$ cat src/rtl/alu_issue_stage.sv
// alu_issue_stage: MIPS-style ALU operand decode feeding a 2-entry skid buffer toward the ALU
module alu_issue_stage #(
  parameter int CNT_W = 8
) (
  input  logic             clk,
  input  logic             rst_n,
  input  logic             in_valid,
  output logic             in_ready,
  input  logic [31:0]      in_instr,
  input  logic [31:0]      in_rs_val,
  input  logic [31:0]      in_rt_val,
  input  logic             flush,
  output logic             out_valid,
  input  logic             out_ready,
  output logic [31:0]      out_inA,
  output logic [31:0]      out_inB,
  output logic [2:0]       out_ALUControl,
  output logic             out_illegal,
  output logic [CNT_W-1:0] illegal_count
);
  typedef enum logic [1:0] {EMPTY, ONE, FULL} state_t;
  state_t r_state, w_next;
  logic [67:0] r_head, r_tail, w_dec;
  logic [31:0] w_a, w_b, w_se, w_ze;
  logic [2:0] w_ctl;
  logic w_ill, w_acc, w_drain;
  logic [5:0] w_op, w_fn;
  logic [CNT_W-1:0] r_cnt;
  assign w_op = in_instr[31:26];
  assign w_fn = in_instr[5:0];
  assign w_se = {{16{in_instr[15]}}, in_instr[15:0]};
  assign w_ze = {16'b0, in_instr[15:0]};
  assign w_dec = {w_a, w_b, w_ctl, w_ill};
  assign in_ready = r_state != FULL;
  assign out_valid = r_state != EMPTY;
  assign w_acc = in_valid && in_ready;
  assign w_drain = out_valid && out_ready;
  assign {out_inA, out_inB, out_ALUControl, out_illegal} = r_head;
  assign illegal_count = r_cnt;
  // Combinational decode of the incoming instruction into an ALU bundle; illegal words get zeroed operands
  always_comb begin
    w_ctl = 3'b000;
    w_ill = 1'b0;
    w_a = in_rs_val;
    w_b = in_rt_val;
    case (w_op)
      6'h00: case (w_fn)
        6'h20, 6'h21: w_ctl = 3'b010;
        6'h22, 6'h23: w_ctl = 3'b110;
        6'h24:        w_ctl = 3'b000;
        6'h25:        w_ctl = 3'b001;
        6'h26:        w_ctl = 3'b100;
        6'h2A:        w_ctl = 3'b111;
        default:      w_ill = 1'b1;
      endcase
      6'h08, 6'h09, 6'h23, 6'h2B: begin w_ctl = 3'b010; w_b = w_se; end
      6'h0A: begin w_ctl = 3'b111; w_b = w_se; end
      6'h0C: begin w_ctl = 3'b000; w_b = w_ze; end
      6'h0D: begin w_ctl = 3'b001; w_b = w_ze; end
      6'h0E: begin w_ctl = 3'b100; w_b = w_ze; end
      6'h04, 6'h05: w_ctl = 3'b110;
      default: w_ill = 1'b1;
    endcase
    if (w_ill) begin
      w_ctl = 3'b000;
      w_a = '0;
      w_b = '0;
    end
  end
  // Buffer occupancy next-state; flush wins over any accept or drain
  always_comb begin
    w_next = r_state;
    if (flush) w_next = EMPTY;
    else case (r_state)
      EMPTY:   w_next = w_acc ? ONE : EMPTY;
      ONE:     w_next = (w_acc && !w_drain) ? FULL : (!w_acc && w_drain) ? EMPTY : ONE;
      FULL:    w_next = w_drain ? ONE : FULL;
      default: w_next = EMPTY;
    endcase
  end
  // Occupancy state register
  always_ff @(posedge clk or negedge rst_n) begin
    if (!rst_n) r_state <= EMPTY;
    else r_state <= w_next;
  end
  // Head holds the oldest entry and only moves on fill-from-empty, pass-through, or drain from FULL
  always_ff @(posedge clk or negedge rst_n) begin
    if (!rst_n) begin
      r_head <= '0;
      r_tail <= '0;
    end else if (!flush) begin
      if (w_acc && (r_state == EMPTY || (r_state == ONE && w_drain))) r_head <= w_dec;
      else if (r_state == FULL && w_drain) r_head <= r_tail;
      if (w_acc && r_state == ONE && !w_drain) r_tail <= w_dec;
    end
  end
  // Saturating count of illegal instructions actually kept in the buffer
  always_ff @(posedge clk or negedge rst_n) begin
    if (!rst_n) r_cnt <= '0;
    else if (w_acc && w_ill && !flush && r_cnt != '1) r_cnt <= r_cnt + 1'b1;
  end
endmodule

$ cat config.mk
export PLATFORM = sky130hd
export DESIGN_NAME = alu_issue_stage
export DESIGN_NICKNAME = d
export VERILOG_FILES = /design/src/rtl/alu_issue_stage.sv
export SDC_FILE = /design/constraint.sdc
export NUM_CORES = 1
export LEC_CHECK = 0
export CORE_ASPECT_RATIO = 0.7
export CORE_MARGIN = 3
export CORE_UTILIZATION = 44
export CTS_CLUSTER_SIZE = 24
export DETAILED_ROUTE_END_ITERATION = 6
export PLACE_DENSITY = 0.73
export SLEW_MARGIN = 0
export SYNTH_ARGS = -nofsm -noshare
export SYNTH_HDL_FRONTEND = slang
export SYNTH_SLANG_ARGS = --single-unit
$ cat constraint.sdc
create_clock -name clk -period 1.8 [get_ports clk]
set_input_delay 0.27 -clock clk [delete_from_list [all_inputs] [get_ports clk]]
set_output_delay 0.27 -clock clk [all_outputs]
set_load 0.1 [all_outputs]
==> run_results.csv, run 1 <==
group,metric,value,unit
global_route,grt_start_max_net_pins,53,
place,portBuffers,168,
layout,post-route-util,68.59,%
timing,fmax,531.4,MHz
synth,yosysSeqAreaShare,54.11,%
timing,rsz0062_at_grt,"yes",
global_route,overflow,0,
clock_tree,cts_tree,"done",
synth,synth_cell_types,46,
synth,synthTopCellsByArea,"dfrtp_1 54%, a21oi_1 7.8%, nand2_1 6.1%, o21ai_0 4.3%, nor2_1 4.2%",
synth,async_reset_ff_share,100.0,%
pwr,ir_drop,1536,uV
synth,netlist_area,0.006751,mm^2
timing,hold_viol,0,
setup_path,crit_fanout,6,
layout,area_growth,50.96,%
routing,drc,0,
job,max-cap-violations,0,
synth,yosysTopAreaCell,"dfrtp_1",
setup_path,cp-start-kind,"flop",
synth,syn_inst,737,
timing,finalSetupViolations,6,
layout,diodes,0,
synth,synth_warnings,0,
pwr,power-per-cell-area,1300,mW/mm^2
clock_tree,cts_max_level,4,
layout,final_common_cell,"dfrtp_1",
place,gp_congestion,0.8286,
floorplan,io_pins,179,
setup_path,slowest_stage,"dfrtp_4",
timing,relSlewSlack,68.51,%
floorplan,core_area,0.01486,mm^2
global_route,grt_usage,22.63,%
pwr,power,13.25,mW
setup_path,r2r_cells,5,
clock_tree,cts_buffers,17,
place,dp_hpwl,13210,um
routing,avgRoutedWirePerCell,17.15,um
timing,finClkSkew,0.01218,ns
synth,synth.top_cell.area_share,54.11,%
min_path,min_path_type,"input port to async pin",
setup_path,path_class,"flop to flop",
timing,worst_pin_slew,0.4723,ns
clock_tree,cts_num_sinks,146,
clock_tree,clk_pin_slew_worst_paths,0.06,ns
synth,synthFlopType,"dfrtp_1",
global_route,grt_pass1_vias,5943,
floorplan,die-area,0.01689,mm^2
layout,drive_gt1_share,24.71,%
timing,setup_tns,-0.1921,ns
synth,synth_edf_count,0,
floorplan,die_h,109.6,um
setup_path,worst_ep_arrival_time,2.18,ns
pwr,leakage,4.518,nW
status,violations,"setup timing",
routing,firstDrtPassIters,5,
setup_path,cp_slowest_stage_delay,0.50,ns
setup_path,cp.depth,5,
timing,min_period,1.882,ns
layout,fin_nets,1053,
setup_path,regToRegStartpoint,"illegal_count[1]$_DFFE_PN0P_",
setup_path,crit_start,"illegal_count[1]$_DFFE_PN0P_",
routing,ant_nets,0,
setup_path,cp-end-kind,"flop",
layout,final_cell_mix,"138 x dfrtp_1, 122 x buf_4, 109 x nand2_1",
routing,vias_per_cell,5.443,
status,outcome,"finished, violations left",
floorplan,rows,37,
global_route,grt_antenna_before_repair,0,
setup_path,cp.required,2.10,ns
setup_path,path_cells,"ha_4 -> and2_4 -> a311o_2 -> nor2_2 -> mux2_4",
floorplan,initial_utilization,45.43,%
synth,synth_fp_nets,840,
floorplan,die_width,154.1,um
clock_tree,root_buffer,"clkbuf_16",
synth,ys_seq_elements,146,
routing,num_vias,6303,
clock_tree,clockBufferDepth,2,
setup_path,crit_family,"flip-flops",
timing,layout_setup_ws,-0.08180,ns
routing,drt_iter0_drc,365,
global_route,grt_pass1_wl,30830,um
clock_tree,clk-insertion-delay-late,0.41,ns
timing,slew_viol_final,0,
timing,fin_crit_sh,104.5,%
routing,wl,19860,um
setup_path,critPathBufInv,0,
synth,syn_area_per_cell,9.161,um^2
==> report_power, final <==
part	switching (mW)	internal, mW	total, mW	leakage (nW)
registers	0.352	3.80	4.15	1.87
clock network	1.45	2.39	3.84	0.307
logic	3.72	1.53	5.26	2.34
total	5.52	7.72	13.2	4.52
==> flip-flops by register name, summed over array words and instances, names as in the netlist <==
| signal | count |
|---|---|
| r_head | 68 |
| r_state | 2 |
| illegal_count | 8 |
| r_tail | 68 |
==> stage by stage <==
step,std cells,hold slack [ns],worst slack (ns),cell area (um^2)
detailed placement,1116,0.2435,-0.6752,9248
CTS,1152,0.3688,-0.04831,10000
global placement,1116,0.2350,-0.5367,9248
global route,1158,0.3847,-0.1241,10190
floorplan,737,-0.02559,-0.1799,6793
finish,1158,0.3655,-0.08180,10190
==> metal layers <==
layer / part of all wire (%) / wire length [um] / global-route usage [%] / vias to the layer above
met1: 47 / 9288 / 33.96 / 3055
met5: 0 / 0 / 0 / -
met4: 0.69 / 138 / 4.978 / 0
met3: 7.2 / 1432 / 5.311 / 10
li1: - / - / - / 3005
met2: 45 / 9000 / 33.56 / 233
==> timing repair <==
item	in CTS	in global routing
setup buffers	2	4
hold buffers	1	0
pin swaps	3	11
endpoints found under the hold margin	39	0
endpoints found under the setup margin	92	97
gates resized for setup	17	34
gates cloned	1	2
==> cells in the mapped netlist (2+ instances only) <==
cell type,instances
dfrtp_1,146
o22ai_1,16
and4_1,2
buf_1,2
nand3_1,38
a211oi_1,2
ha_1,2
a32oi_1,2
o21ai_1,3
buf_8,2
inv_1,3
or3_1,2
o31ai_1,32
clkbuf_1,44
nand2_1,109
buf_6,3
nor3_1,5
nand3b_1,3
a21oi_1,105
o22a_1,2
a21o_1,3
xor2_1,7
o21ai_0,58
mux2i_1,17
nor2_1,75
o21a_1,18
nand2b_1,11
buf_2,7
==> logic make-up after synthesis <==
kind of cell	synth area share [%]
and+or+nand+nor	16.31
buffers and inverters	4.411
adders and majority gates	0.3706
AOI/OAI and AO/OA	21.07
DFF	54.11
xor gates and xnor gates	1.038
muxes	2.687
==> worst reg2reg max path: cells and delay by family (launching register included) <==
kind / cells / cell delay, ns
flip-flops: 1 / 0.50
AND/OR/NAND/NOR: 2 / 0.33
AO/OA/AOI/OAI: 1 / 0.46
adder cells (fa/ha/maj): 1 / 0.17
multiplexers: 1 / 0.31
==> path summary, 6_finish.rpt <==
kind / end / slack [ns]
max: illegal_count[1]$_DFFE_PN0P_ / -0.08
min: r_tail[21]$_DFFE_PN0P_ / 0.37
max reg2reg: illegal_count[1]$_DFFE_PN0P_ / -0.08
min reg2reg: r_tail[47]$_DFFE_PN0P_ / 0.48
max in group asynchronous: r_tail[24]$_DFFE_PN0P_ / 0.85
min in group clk: r_tail[39]$_DFFE_PN0P_ / 0.43
==> layout make-up <==
type | count | area, um^2
Tap cell | 195 | 244.0
Inverter | 3 | 11.26
Fill cell | 1133 | 4668
Timing Repair Buffer | 254 | 2636
Clock inverter | 13 | 198.9
Sequential cell | 146 | 3669
Clock buffer | 19 | 442.9
Multi-Input combinational cell | 528 | 2990
No activity file was read; power rests on OpenSTA's default activity.
==> inputs of run 2 (changes only) <==
--- a/config.mk
+++ b/config.mk
@@ -6,7 +6,6 @@
 export NUM_CORES = 1
 export LEC_CHECK = 0
 export CORE_ASPECT_RATIO = 0.7
-export CORE_MARGIN = 3
 export CORE_UTILIZATION = 44
 export CTS_CLUSTER_SIZE = 24
 export DETAILED_ROUTE_END_ITERATION = 6
==> run 2 against run 1 <==
Hold slack worse by 0.028 ns. Clock power decreased by 7.8%. Largest cell class unchanged. Highest routed layer unchanged. The run still ends with setup timing left. Critical path type unchanged. Non-clock buffer count shrank 2. First-iteration DRC count up 21%.
==> run_results.csv, run 2 (synthesized netlist as in run 1, its figures left out) <==
group,metric,value,unit
timing,rsz0062_at_grt,"yes",
setup_path,cp_slowest_stage_delay,0.49,ns
layout,final_common_cell,"dfrtp_1",
setup_path,worst_ep_arrival_time,2.10,ns
timing,worst_pin_slew,0.4633,ns
place,dpl_worst_slack,-0.5872,ns
timing,finClkSkew,0.01238,ns
timing,slew_viol_final,0,
pwr,power-per-cell-area,1271,mW/mm^2
timing,setup_tns,-0.00007261,ns
setup_path,path_cells,"ha_4 -> and2_4 -> a311o_2 -> nor2_4 -> mux2_4",
floorplan,rows,37,
floorplan,die_h,105.6,um
setup_path,path_class,"flop to flop",
min_path,min_path_type,"input port to async pin",
routing,wl,19170,um
global_route,grt_usage,23.74,%
routing,num_vias,6198,
floorplan,die-area,0.01585,mm^2
timing,layout_setup_ws,-0.00007261,ns
clock_tree,clk-insertion-delay-late,0.42,ns
status,violations,"setup timing",
floorplan,die_width,150.1,um
pwr,internal_power,7.316,mW
timing,hold_viol,0,
place,dp_hpwl,12380,um
status,outcome,"finished, violations left",
clock_tree,root_buffer,"clkbuf_16",
place,placedInstanceArea,0.009213,mm^2
timing,fmax,555.5,MHz
global_route,grt_antenna_before_repair,0,
layout,final_cell_mix,"138 x dfrtp_1, 122 x buf_4, 109 x nand2_1",
routing,vias_per_cell,5.362,
pwr,ir_drop,1225,uV
layout,drive_gt1_share,25.70,%
setup_path,crit_family,"flip-flops",
setup_path,critPathBufInv,0,
setup_path,slowest_stage,"dfrtp_4",
floorplan,core_area,0.01486,mm^2
global_route,grt_pass1_wl,29540,um
layout,fin_cells,1156,
pwr,seqPwrFrac,31.9,%
layout,fin_nets,1051,
setup_path,regToRegStartpoint,"illegal_count[1]$_DFFE_PN0P_",
timing,fin_crit_sh,100.0,%
pwr,switchingPower,5.645,mW
timing,finalSetupViolations,1,
clock_tree,cts_buffers,17,
clock_tree,cts_max_level,4,
setup_path,cp.required,2.10,ns
global_route,grt_start_max_net_pins,62,
clock_tree,clk_pin_slew_worst_paths,0.06,ns
global_route,overflow,0,
routing,ant_nets,0,
layout,diodes,0,
place,gp_congestion,0.8202,
setup_path,cp-start-kind,"flop",
layout,area_growth,51.08,%
routing,avgRoutedWirePerCell,16.58,um
pwr,switching_share,43.55,%
pwr,power,12.96,mW
timing,min_period,1.800,ns
layout,fillers,1162,
layout,final_area,0.01020,mm^2
setup_path,crit_fanout,6,
pwr,leakage,4.491,nW
setup_path,cp-end-kind,"flop",
routing,firstDrtPassIters,5,
floorplan,io_pins,179,
setup_path,crit_start,"illegal_count[1]$_DFFE_PN0P_",
routing,drc,0,
place,portBuffers,168,
clock_tree,clockBufferDepth,2,
job,max-cap-violations,0,
floorplan,initial_utilization,45.43,%
clock_tree,cts_num_sinks,146,
place,dpl.cell_count,1113,
clock_tree,cts_tree,"done",
timing,relSlewSlack,69.11,%
pwr,clockPowerShare,27.3,%
global_route,grt_pass1_vias,5800,
routing,drt_iter0_drc,443,
pwr,p_comb_share,40.8,%
## run 2: cell count changes in the layout (fill, tap and decap cells not counted), moves of 3 or more
| cell | change |
|---|---|
| a21oi_2 | +5 |
| a21oi_1 | -5 |
| o21ai_1 | -5 |
| inv_8 | +4 |
| o31ai_1 | -10 |
| o21ai_0 | +5 |
| bufinv_16 | -3 |
| o31ai_2 | +4 |
| o31ai_4 | +6 |
| nor3_1 | +3 |
## run 2: stage by stage
| stage | hold WS, ns | util, % |
|---|---|---|
| after global placement | 0.2042 | 61.99 |
| after floorplan | -0.02559 | - |
| after global routing | 0.3532 | 68.64 |
| final | 0.3371 | 68.64 |
| after detailed placement | 0.2055 | 61.99 |
| after CTS | 0.3416 | 66.32 |
## run 2: area by class of cell
| type | instances | area [um^2] | area share, % |
|---|---|---|---|
| inverters | 3 | 11.26 | 0.1104 |
| clock buffers | 17 | 425.4 | 4.171 |
| clock inverters | 15 | 167.7 | 1.644 |
| well taps | 195 | 244.0 | 2.392 |
| flip-flops and latches | 146 | 3669 | 35.97 |
| repair buffers | 252 | 2601 | 25.50 |
| multi-input cells | 528 | 3082 | 30.21 |
## run 2: path summary, 6_finish.rpt
kind / slack [ns] / end / cells past startpoint
worst max register to register: -0.00007 / illegal_count[1]$_DFFE_PN0P_ / 5
max in group asynchronous: 0.77 / illegal_count[1]$_DFFE_PN0P_ / 3
worst min-delay path: 0.34 / r_head[11]$_DFFE_PN0P_ / 2
min in group clk: 0.43 / r_tail[37]$_DFFE_PN0P_ / 3
worst min register to register: 0.48 / r_tail[2]$_DFFE_PN0P_ / 2
worst max-delay path: -0.00007 / illegal_count[1]$_DFFE_PN0P_ / 5
## run 2: worst register-to-register path, delay by kind of cell (launching register included)
kind	cells	cell delay [ns]
compound gates	1	0.45
fa+ha+maj	1	0.17
flops	1	0.49
mux	1	0.30
simple gates	2	0.28
## run 2: layer usage
metal  vias to the layer above  GRT usage (%)  part of all wire, %
li1                       2997              -                    -
met1                      2986          35.36                   47
met2                       200          35.12                   45
met3                        15          5.238                  6.8
met4                         0          5.267                 0.81
met5                         -              0                    0
## run 2: what timing repair did
item                                   in CTS  in global routing
endpoints found under the hold margin      34                  0
setup endpoints to repair                  82                108
resized for setup                          13                 48
setup buffers                               0                  8
hold buffers                                1                  0
pin swaps                                   4                  6
gates cloned                                0                  2
## run 2: power groups by stage
stage	logic, mW	clock network [mW]	registers, mW
2_1_floorplan	0.890	0	6.74
3_3_place_gp	5.12	0	4.17
3_5_place_dp	5.15	0	4.18
4_1_cts	5.18	3.61	4.12
5_1_grt	5.52	3.75	4.19
6_report	5.29	3.54	4.13
